--- src/rtl/keypad_mode_ctrl_pkg.sv ---
// Shared types, default parameters and helpers for the keypad mode/octave controller.
package keypad_ctrl_pkg;

    typedef enum logic [1:0] {
        IDLE,
        PUBLISH,
        LOCKOUT
    } ctrl_state_t;

    localparam int DEF_NUM_MODES      = 4;
    localparam int DEF_OCT_MIN        = 0;
    localparam int DEF_OCT_MAX        = 7;
    localparam int DEF_OCT_RESET      = 3;
    localparam int DEF_LOCKOUT_CYCLES = 100000;

    // Any value at or beyond the last mode (including forced illegal ones) wraps to 0.
    function automatic int unsigned next_mode(input int unsigned cur, input int unsigned num_modes);
        return (cur >= num_modes - 1) ? 0 : cur + 1;
    endfunction

    function automatic int cnt_width(input int n);
        return (n < 1) ? 1 : $clog2(n + 1);
    endfunction

endpackage

--- src/rtl/keypad_mode_ctrl_if.sv ---
// Configuration bus from the keypad controller to the oscillator/mixer datapath.
interface keypad_mode_ctrl_if #(
    parameter int MW = 2,
    parameter int OW = 3
) ();
    logic [MW-1:0] mode;
    logic [OW-1:0] octave;
    logic          cfg_valid;
    logic          cfg_ready;

    modport master (output mode, output octave, output cfg_valid, input cfg_ready);
    modport slave  (input mode, input octave, input cfg_valid, output cfg_ready);
endinterface

--- src/rtl/keypad_mode_ctrl_lockout_timer.sv ---
// Loadable down-counter; 'last' flags the final counted cycle so the owner can leave on time.
module lockout_timer #(
    parameter int WIDTH = 17
) (
    input  logic             clk,
    input  logic             n_rst,
    input  logic             load,
    input  logic [WIDTH-1:0] load_val,
    output logic             active,
    output logic             last
);
    logic [WIDTH-1:0] count;

    // NOTE: synchronous reset lives inside the clocked branch; the counter is
    // real state, so it uses non-blocking assignment only.
    always_ff @(posedge clk) begin
        if (!n_rst) begin
            count <= '0;
        end else if (load) begin
            count <= load_val;
        end else if (count != '0) begin
            count <= count - WIDTH'(1);
        end
    end

    assign active = (count != '0);
    assign last   = (count == WIDTH'(1));

endmodule

--- src/rtl/keypad_mode_ctrl.sv ---
// Keypad mode/octave controller: steps registers on press pulses, publishes each
// change over a valid/ready bus, then ignores presses for a lockout window.
module keypad_mode_ctrl
    import keypad_ctrl_pkg::*;
#(
    parameter int NUM_MODES      = DEF_NUM_MODES,
    parameter int OCT_MIN        = DEF_OCT_MIN,
    parameter int OCT_MAX        = DEF_OCT_MAX,
    parameter int OCT_RESET      = DEF_OCT_RESET,
    parameter int LOCKOUT_CYCLES = DEF_LOCKOUT_CYCLES
) (
    input  logic                 clk,
    input  logic                 n_rst,
    input  logic                 modekey,
    input  logic                 octive_up,
    input  logic                 octive_down,
    keypad_mode_ctrl_if.master   cfg,
    output logic                 busy
);
    localparam int MW = $clog2(NUM_MODES);
    localparam int OW = $clog2(OCT_MAX + 1);
    localparam int CW = cnt_width(LOCKOUT_CYCLES);

    ctrl_state_t   state, state_next;
    logic [MW-1:0] mode_q, mode_d, mode_step;
    logic [OW-1:0] oct_q, oct_d, oct_step;
    logic          valid_q, valid_d;
    logic          timer_load, timer_active, timer_last;

    lockout_timer #(.WIDTH(CW)) u_lockout (
        .clk      (clk),
        .n_rst    (n_rst),
        .load     (timer_load),
        .load_val (CW'(LOCKOUT_CYCLES)),
        .active   (timer_active),
        .last     (timer_last)
    );

    always_ff @(posedge clk) begin
        if (!n_rst) begin
            state   <= IDLE;
            mode_q  <= '0;
            oct_q   <= OW'(OCT_RESET);
            valid_q <= 1'b0;
        end else begin
            state   <= state_next;
            mode_q  <= mode_d;
            oct_q   <= oct_d;
            valid_q <= valid_d;
        end
    end

    // Candidate values from this cycle's pulses; a simultaneous up/down pair cancels.
    always_comb begin
        mode_step = modekey ? MW'(next_mode(32'(mode_q), NUM_MODES)) : mode_q;
        oct_step  = oct_q;
        if (octive_up && !octive_down && (oct_q < OW'(OCT_MAX))) begin
            oct_step = oct_q + OW'(1);
        end else if (octive_down && !octive_up && (oct_q > OW'(OCT_MIN))) begin
            oct_step = oct_q - OW'(1);
        end
    end

    // NOTE: every output of this block gets a default first so no path can infer a latch.
    always_comb begin
        state_next = state;
        mode_d     = mode_q;
        oct_d      = oct_q;
        valid_d    = valid_q;
        timer_load = 1'b0;

        unique case (state)
            IDLE: begin
                if ((mode_step != mode_q) || (oct_step != oct_q)) begin
                    mode_d     = mode_step;
                    oct_d      = oct_step;
                    valid_d    = 1'b1;
                    state_next = PUBLISH;
                end
            end
            PUBLISH: begin
                if (valid_q && cfg.cfg_ready) begin
                    valid_d = 1'b0;
                    if (LOCKOUT_CYCLES > 0) begin
                        timer_load = 1'b1;
                        state_next = LOCKOUT;
                    end else begin
                        state_next = IDLE;
                    end
                end
            end
            LOCKOUT: begin
                if (timer_last || !timer_active) begin
                    state_next = IDLE;
                end
            end
            default: state_next = IDLE;
        endcase
    end

    assign cfg.mode      = mode_q;
    assign cfg.octave    = oct_q;
    assign cfg.cfg_valid = valid_q;
    assign busy          = (state != IDLE);

endmodule
--- src/flat_wrapper.sv ---
// flat-port wrapper written by rule: the top's interface ports become plain ports
module keypad_mode_ctrl_flat import keypad_ctrl_pkg::*;
#(
    parameter int NUM_MODES      = DEF_NUM_MODES,
    parameter int OCT_MIN        = DEF_OCT_MIN,
    parameter int OCT_MAX        = DEF_OCT_MAX,
    parameter int OCT_RESET      = DEF_OCT_RESET,
    parameter int LOCKOUT_CYCLES = DEF_LOCKOUT_CYCLES
)
  (clk, n_rst, modekey, octive_up, octive_down, busy, cfg_mode, cfg_octave, cfg_cfg_valid, cfg_cfg_ready);
  keypad_mode_ctrl_if cfg_i ();
  input  logic clk;
  input  logic n_rst;
  input  logic modekey;
  input  logic octive_up;
  input  logic octive_down;
  output logic busy;
  output wire logic [$bits(cfg_i.mode)-1:0] cfg_mode;
  output wire logic [$bits(cfg_i.octave)-1:0] cfg_octave;
  output wire logic [$bits(cfg_i.cfg_valid)-1:0] cfg_cfg_valid;
  input wire logic [$bits(cfg_i.cfg_ready)-1:0] cfg_cfg_ready;
  assign cfg_mode = cfg_i.mode;
  assign cfg_octave = cfg_i.octave;
  assign cfg_cfg_valid = cfg_i.cfg_valid;
  assign cfg_i.cfg_ready = cfg_cfg_ready;
  keypad_mode_ctrl #(.NUM_MODES(NUM_MODES), .OCT_MIN(OCT_MIN), .OCT_MAX(OCT_MAX), .OCT_RESET(OCT_RESET), .LOCKOUT_CYCLES(LOCKOUT_CYCLES)) u_core (.clk(clk), .n_rst(n_rst), .modekey(modekey), .octive_up(octive_up), .octive_down(octive_down), .cfg(cfg_i), .busy(busy));
endmodule
--- config.mk ---
export PLATFORM = sky130hd
export DESIGN_NAME = keypad_mode_ctrl_flat
export DESIGN_NICKNAME = d
export VERILOG_FILES = /design/src/rtl/keypad_mode_ctrl_pkg.sv /design/src/rtl/keypad_mode_ctrl_if.sv /design/src/rtl/keypad_mode_ctrl_lockout_timer.sv /design/src/rtl/keypad_mode_ctrl.sv /design/src/flat_wrapper.sv
export SDC_FILE = /design/constraint.sdc
export NUM_CORES = 1
export LEC_CHECK = 0
export BUFFER_PORTS_ARGS = -buffer_cell sky130_fd_sc_hd__buf_2
export CORE_ASPECT_RATIO = 0.7
export CORE_MARGIN = 5
export CORE_UTILIZATION = 58
export DETAILED_ROUTE_END_ITERATION = 7
export PLACE_DENSITY = 0.87
export SLEW_MARGIN = 20
export SYNTH_ARGS = -nofsm -noshare
export SYNTH_HDL_FRONTEND = slang
export SYNTH_SLANG_ARGS = --single-unit
--- constraint.sdc ---
create_clock -name clk -period 1.92 [get_ports clk]
set_input_delay 0.384 -clock clk [delete_from_list [all_inputs] [get_ports clk]]
set_output_delay 0.384 -clock clk [all_outputs]
set_load 0.02 [all_outputs]
* After elaboration in Yosys (flattened, before gate mapping)
Index checks and enable logic that the tools add are counted.
** Storage, ports and cells
- Logic and storage cells :: 56
- Bits of input ports :: 6
- Output and inout port bits :: 7
- Register bits :: 25
** Cells by class
- Magnitude comparators :: 3
- Reductions and logical operators :: 19
- Muxes and demuxes :: 15
- Equal/unequal tests :: 8
- $add $sub $neg :: 4
- Bitwise logic cells :: 1
** Operators with widths (number)
- $mux W17 :: 2
- $eq A17 B1 Y1 const B :: 1
- $reduce_bool A17 Y1 :: 1
- $sub A17 B1 Y17 const B :: 1
- $mux W2 :: 5
- $mux W3 :: 2
- $ne A2 B1 Y1 const B :: 3
- $pmux W2 S3 :: 1
- $reduce_and A3 Y1 :: 2
- $reduce_bool A2 Y1 :: 3
- $logic_and A1 B1 Y1 :: 5
- $mux W1 :: 4
- $add A3 B1 Y3 const B :: 1
- $gt A3 B1 Y1 const B :: 1
- $logic_not A1 Y1 :: 3
- $lt A3 B3 Y1 const B :: 1
- $ne A3 B3 Y1 :: 1
- $sub A3 B1 Y3 const B :: 1
- $add A2 B1 Y2 const B :: 1
- $eq A2 B1 Y1 const B :: 1
- $eq A2 B2 Y1 const B :: 1
- $ge A2 B2 Y1 const B :: 1
- $logic_not A2 Y1 :: 1
- $logic_or A1 B1 Y1 :: 2
- other kinds (5) :: 5

* Longest topological paths before layout
- Depth after elaboration :: 9
- Depth in mapped cells :: 6
- Gate-level depth less buffers :: 6

* By module
From an unflattened synthesis, not the netlist that was laid out.
** Second synthesis, totals
- Cells, all modules :: 170
- Area, all modules :: 1465.2 sq um
** By module, submodules not included
- lockout_timer :: area an instance 962.2 sq um, sequential area each 340.3 sq um, instances 1, cells an instance 110
- keypad_mode_ctrl :: area an instance 503.0 sq um, sequential area each 160.2 sq um, instances 1, cells an instance 60

* Worst setup path after synthesis
OpenSTA, ideal clock, no wires.
- Kind :: flip-flop to flip-flop
- From :: reg u_core.u_lockout.count[0]
- To :: reg u_core.u_lockout.count[16]
- Data required time :: 1846 ps
- Cell stages (with the launch flop) :: 7
- Arrival :: 1679 ps
- Library setup time :: 74 ps
- Buffers on the path :: 0
- Clock period less this slack :: 1754 ps
- Setup slack :: 166 ps
- Cells stage by stage :: dfxtp_1 inv_1 ha_1 inv_1 or4_1 or4_1 a31oi_1
** Between the ends
- Longest elaborated chain between the ends :: 3
- Elaborated cells on any way between the ends :: 5
- Those cells by class :: 1 x add/sub; 2 x mux; 2 x reduce/logical
** RTL lines
- start, declared :: RTL line keypad_mode_ctrl_lockout_timer.sv:12 : logic [WIDTH-1:0] count;
- start signal, assigned :: RTL line keypad_mode_ctrl_lockout_timer.sv:20 : count <= load_val;
- start signal, assigned :: RTL line keypad_mode_ctrl_lockout_timer.sv:22 : count <= count - WIDTH'(1);
- $sub A17 B1 Y17 :: RTL line keypad_mode_ctrl_lockout_timer.sv:22
- $mux W17 :: RTL line keypad_mode_ctrl_lockout_timer.sv:21 : end else if (count != '0) begin
- $mux W17 :: RTL line keypad_mode_ctrl_lockout_timer.sv:19 : end else if (load) begin
Parallel ways exist; a longest one is shown, timed or not. The select of a mux whose other input is x is not followed.
A chain may end at the register's enable or synchronous reset.

* Worst setup path in the final report
- From :: reg u_core.u_lockout.count[5]
- To :: reg u_core.u_lockout.count[9]
Same word-level chain as after synthesis.

==> flow_metrics.env <==
export IMPL_drt_iter0_drc=80
export IMPL_drc=0
export IMPL_setup_tns_ns=0
export IMPL_grt_start_max_net_pins=17
export IMPL_instances_no_fill=219
export IMPL_min_delay_path_class="primary input to flip-flop"
export IMPL_nFillCells=221
export IMPL_cp_required_ns=2.17
export IMPL_via_per_inst=6.09
export IMPL_seq_area_frac_synth_pct=35.3
export IMPL_r2r_start="u_core.u_lockout.count[5]$_SDFFE_PN0P_"
export IMPL_finalSetupViolCount=0
export IMPL_crit_arrival_ns=2.05
export IMPL_max_stage_delay_ns=0.55
export IMPL_grt_pass1_vias=1206
export IMPL_crit_fanout=11
export IMPL_rr_endpoint="u_core.u_lockout.count[9]$_SDFFE_PN0P_"
export IMPL_max_slew_margin_rel_pct=67.3
export IMPL_total_power_w=0.00270
export IMPL_cts_resized=0
export IMPL_post_synth_instance_area_um2=1420
export IMPL_synth_area_leaders="dfxtp_1 (35%), ha_1 (6.2%), a21oi_1 (5.3%)"
export IMPL_drv_cap=0
export IMPL_grt_overflow=0
export IMPL_wirelength_mm=3.14
export IMPL_place_ws_ns=0.106
export IMPL_synth_cells=168
export IMPL_fin_util_pct=65.3
export IMPL_antenna_left=0
export IMPL_avgSynthCellArea_um2=8.44
export IMPL_core_rowCount=15
export IMPL_fp_dieH_um=51.4
export IMPL_yosysWarnings=0
export IMPL_insertion_delay_ns=0.32
export IMPL_crit_chain="nor4_4 -> nand2_2 -> or4_1 -> a31oi_1"
export IMPL_synth_ff_type="dfxtp_1"
export IMPL_clock_sinks=25
export IMPL_fin_nets=199
export IMPL_finClkSkew_ns=0.00142
export IMPL_grtUsageTotal_pct=18.6
export IMPL_ir_drop_mv=1.16
export IMPL_seq_area_um2=503
export IMPL_clkTransAtPathRegs_ns=0.13
export IMPL_synth_edff_count=0
export IMPL_placed_cells=215
export IMPL_gp_congestion=0.913
export IMPL_portBuffers=12
export IMPL_synth_seq_cells=25
export IMPL_yosysUniqueCellTypes=41
export IMPL_die_area_um2=3550
export IMPL_start_util_pct=59.0
export IMPL_tightest_slew_ns=0.490
export IMPL_p_per_area_nw_per_um2=1720
export IMPL_worst_setup_path_type="flip-flop to flip-flop"
export IMPL_finalCritPeriodShare_pct=93.8
export IMPL_rsz0062_at_grt="false"
export IMPL_layout_setup_ws_ns=0.119
export IMPL_core_area_um2=2400
export IMPL_worstHoldStart="n_rst"
export IMPL_min_period_ns=1.80
export IMPL_reg2reg_slack_ns=0.12
export IMPL_multiInputGateArea_um2=861
export IMPL_cts_max_path_buffers=2
export IMPL_endpoint_kind="flip-flop"
export IMPL_grt_pass1_wl_mm=5.37
export IMPL_antenna_found_initial=0
export IMPL_power_leakage_nw=0.664
export IMPL_holdPathStages=2
export IMPL_status="completed"
export IMPL_vias=1333
export IMPL_yosysTopAreaCell="dfxtp_1"
export IMPL_cts_setup_buffers=0
export IMPL_synth_nets=181
export IMPL_hold_violations=0
export IMPL_max_freq_mhz=555
export IMPL_ctsHoldBuffers=0
export IMPL_cts_buffers=3
export IMPL_dpl_hpwl_mm=2.45
export IMPL_holdPathEnd="u_core.cfg.octave[0]$_SDFFE_PN1P_"
export IMPL_pin_count=13
export IMPL_firstDrtPassIters=5
export IMPL_n_antenna_cell=0
export IMPL_htreeDepth=1
export IMPL_layout_drive_gt1_share_pct=14.6
export IMPL_start_kind="flip-flop"
export IMPL_cp_slowest_cell="or4_1"
export IMPL_netlist_area_leader_share_pct=35.3
export IMPL_synthArstFlopShare_pct=0
export IMPL_areaGrowthSynthToFinish_pct=10.6
export IMPL_cts_tree="done"
export IMPL_r2r_cells=4
export IMPL_cts_root_buffer_cell="clkbuf_4"
export IMPL_drv_slew=0
export IMPL_die_x_um=69.1
export IMPL_startpoint="u_core.u_lockout.count[5]$_SDFFE_PN0P_"
export IMPL_wl_per_cell_um=14.4
-- cell usage after synthesis, types with 2 or more instances --
cell	n
dfxtp_1	25
a21oi_1	15
nand2_1	15
o21ai_0	9
or4_1	9
inv_1	8
or3_1	8
ha_1	7
nor2_1	7
a31oi_1	6
nor3_1	6
o31ai_1	5
mux2i_1	4
nand3_1	4
and4b_1	3
clkbuf_1	3
nand2b_1	3
nand3b_1	3
nor4_1	3
nand4b_1	2
nor2b_1	2
o211ai_1	2
-- cells in the final DEF, fill, tap and decap left out, types with 2 or more instances in the layout --
| cell type | Yosys | routed |
|---|---|---|
| a21oi_1 | 15 | 15 |
| a31oi_1 | 6 | 6 |
| and4b_1 | 3 | 2 |
| buf_2 | 1 | 12 |
| buf_4 | 0 | 6 |
| clkbuf_4 | 0 | 3 |
| dfxtp_1 | 25 | 23 |
| dfxtp_2 | 0 | 2 |
| ha_1 | 7 | 7 |
| inv_1 | 8 | 8 |
| mux2i_1 | 4 | 4 |
| nand2_1 | 15 | 15 |
| nand2b_1 | 3 | 3 |
| nand3_1 | 4 | 4 |
| nand3b_1 | 3 | 3 |
| nand4b_1 | 2 | 2 |
| nor2_1 | 7 | 7 |
| nor2b_1 | 2 | 2 |
| nor3_1 | 6 | 6 |
| nor4_1 | 3 | 3 |
| o211ai_1 | 2 | 2 |
| o21ai_0 | 9 | 9 |
| o31ai_1 | 5 | 5 |
| or3_1 | 8 | 8 |
| or4_1 | 9 | 9 |
-- per-stage QoR --
step	cell area [um^2]	hold WS, ns
2_1_floorplan	1420	0.452
3_3_place_gp	1540	0.467
3_5_place_dp	1540	0.476
4_1_cts	1560	0.309
5_1_grt	1570	0.286
6_report	1570	0.312
-- critical path, delay by kind of cell, from the launching register on --
family	cells	cell delay [ns]
AOI/OAI and AO/OA	1	0.17
DFF	1	0.39
and+or+nand+nor	3	1.17
-- area by class of cell --
| type | instances | area share [%] |
|---|---|---|
| tap | 34 | 2.71 |
| inverter | 8 | 1.92 |
| timing repair buffer | 18 | 6.70 |
| multi-input combinational | 130 | 54.9 |
| clock buffer | 4 | 1.68 |
| sequential | 25 | 32.1 |
-- cells by family after synthesis --
logic type	share of synthesized area [%]
AOI/OAI and AO/OA	21.6
muxes	2.82
DFF	35.3
buffers and inverters	4.06
adders and majority gates	6.18
and+or+nand+nor	29.4
xor gates and xnor gates	0.618
-- state kept, by name (all words and copies together) (netlist names) --
name and cells:
u_core.u_lockout.count 17, u_core.cfg.octave 3, u_core.cfg.mode 2, u_core.state 2, u_core.cfg.cfg_valid 1
-- worst max path at each step --
stage | end | cells after the start
2_1_floorplan | u_core.u_lockout.count[16]$_SDFFE_PN0P_ | 6
3_3_place_gp | u_core.u_lockout.count[16]$_SDFFE_PN0P_ | 4
3_5_place_dp | u_core.u_lockout.count[9]$_SDFFE_PN0P_ | 5
4_1_cts | u_core.u_lockout.count[9]$_SDFFE_PN0P_ | 5
5_1_grt | u_core.u_lockout.count[10]$_SDFFE_PN0P_ | 4
6_report | u_core.u_lockout.count[9]$_SDFFE_PN0P_ | 4
-- where the power goes --
group	internal, W	switching, W	leakage, nW
clock network	0.0000813	0.000150	0.0150
registers	0.000700	0.000209	0.206
logic	0.000650	0.000906	0.443
total	0.00143	0.00126	0.664
-- routing by layer --
| metal | global-route usage, % | share of wire [%] |
|---|---|---|
| met4 | 4.55 | 1.3 |
| met3 | 5.50 | 5.8 |
| met2 | 31.3 | 46 |
| met1 | 23.5 | 47 |
| met5 | 0 | 0 |
No activity file was read; power rests on OpenSTA's default activity.
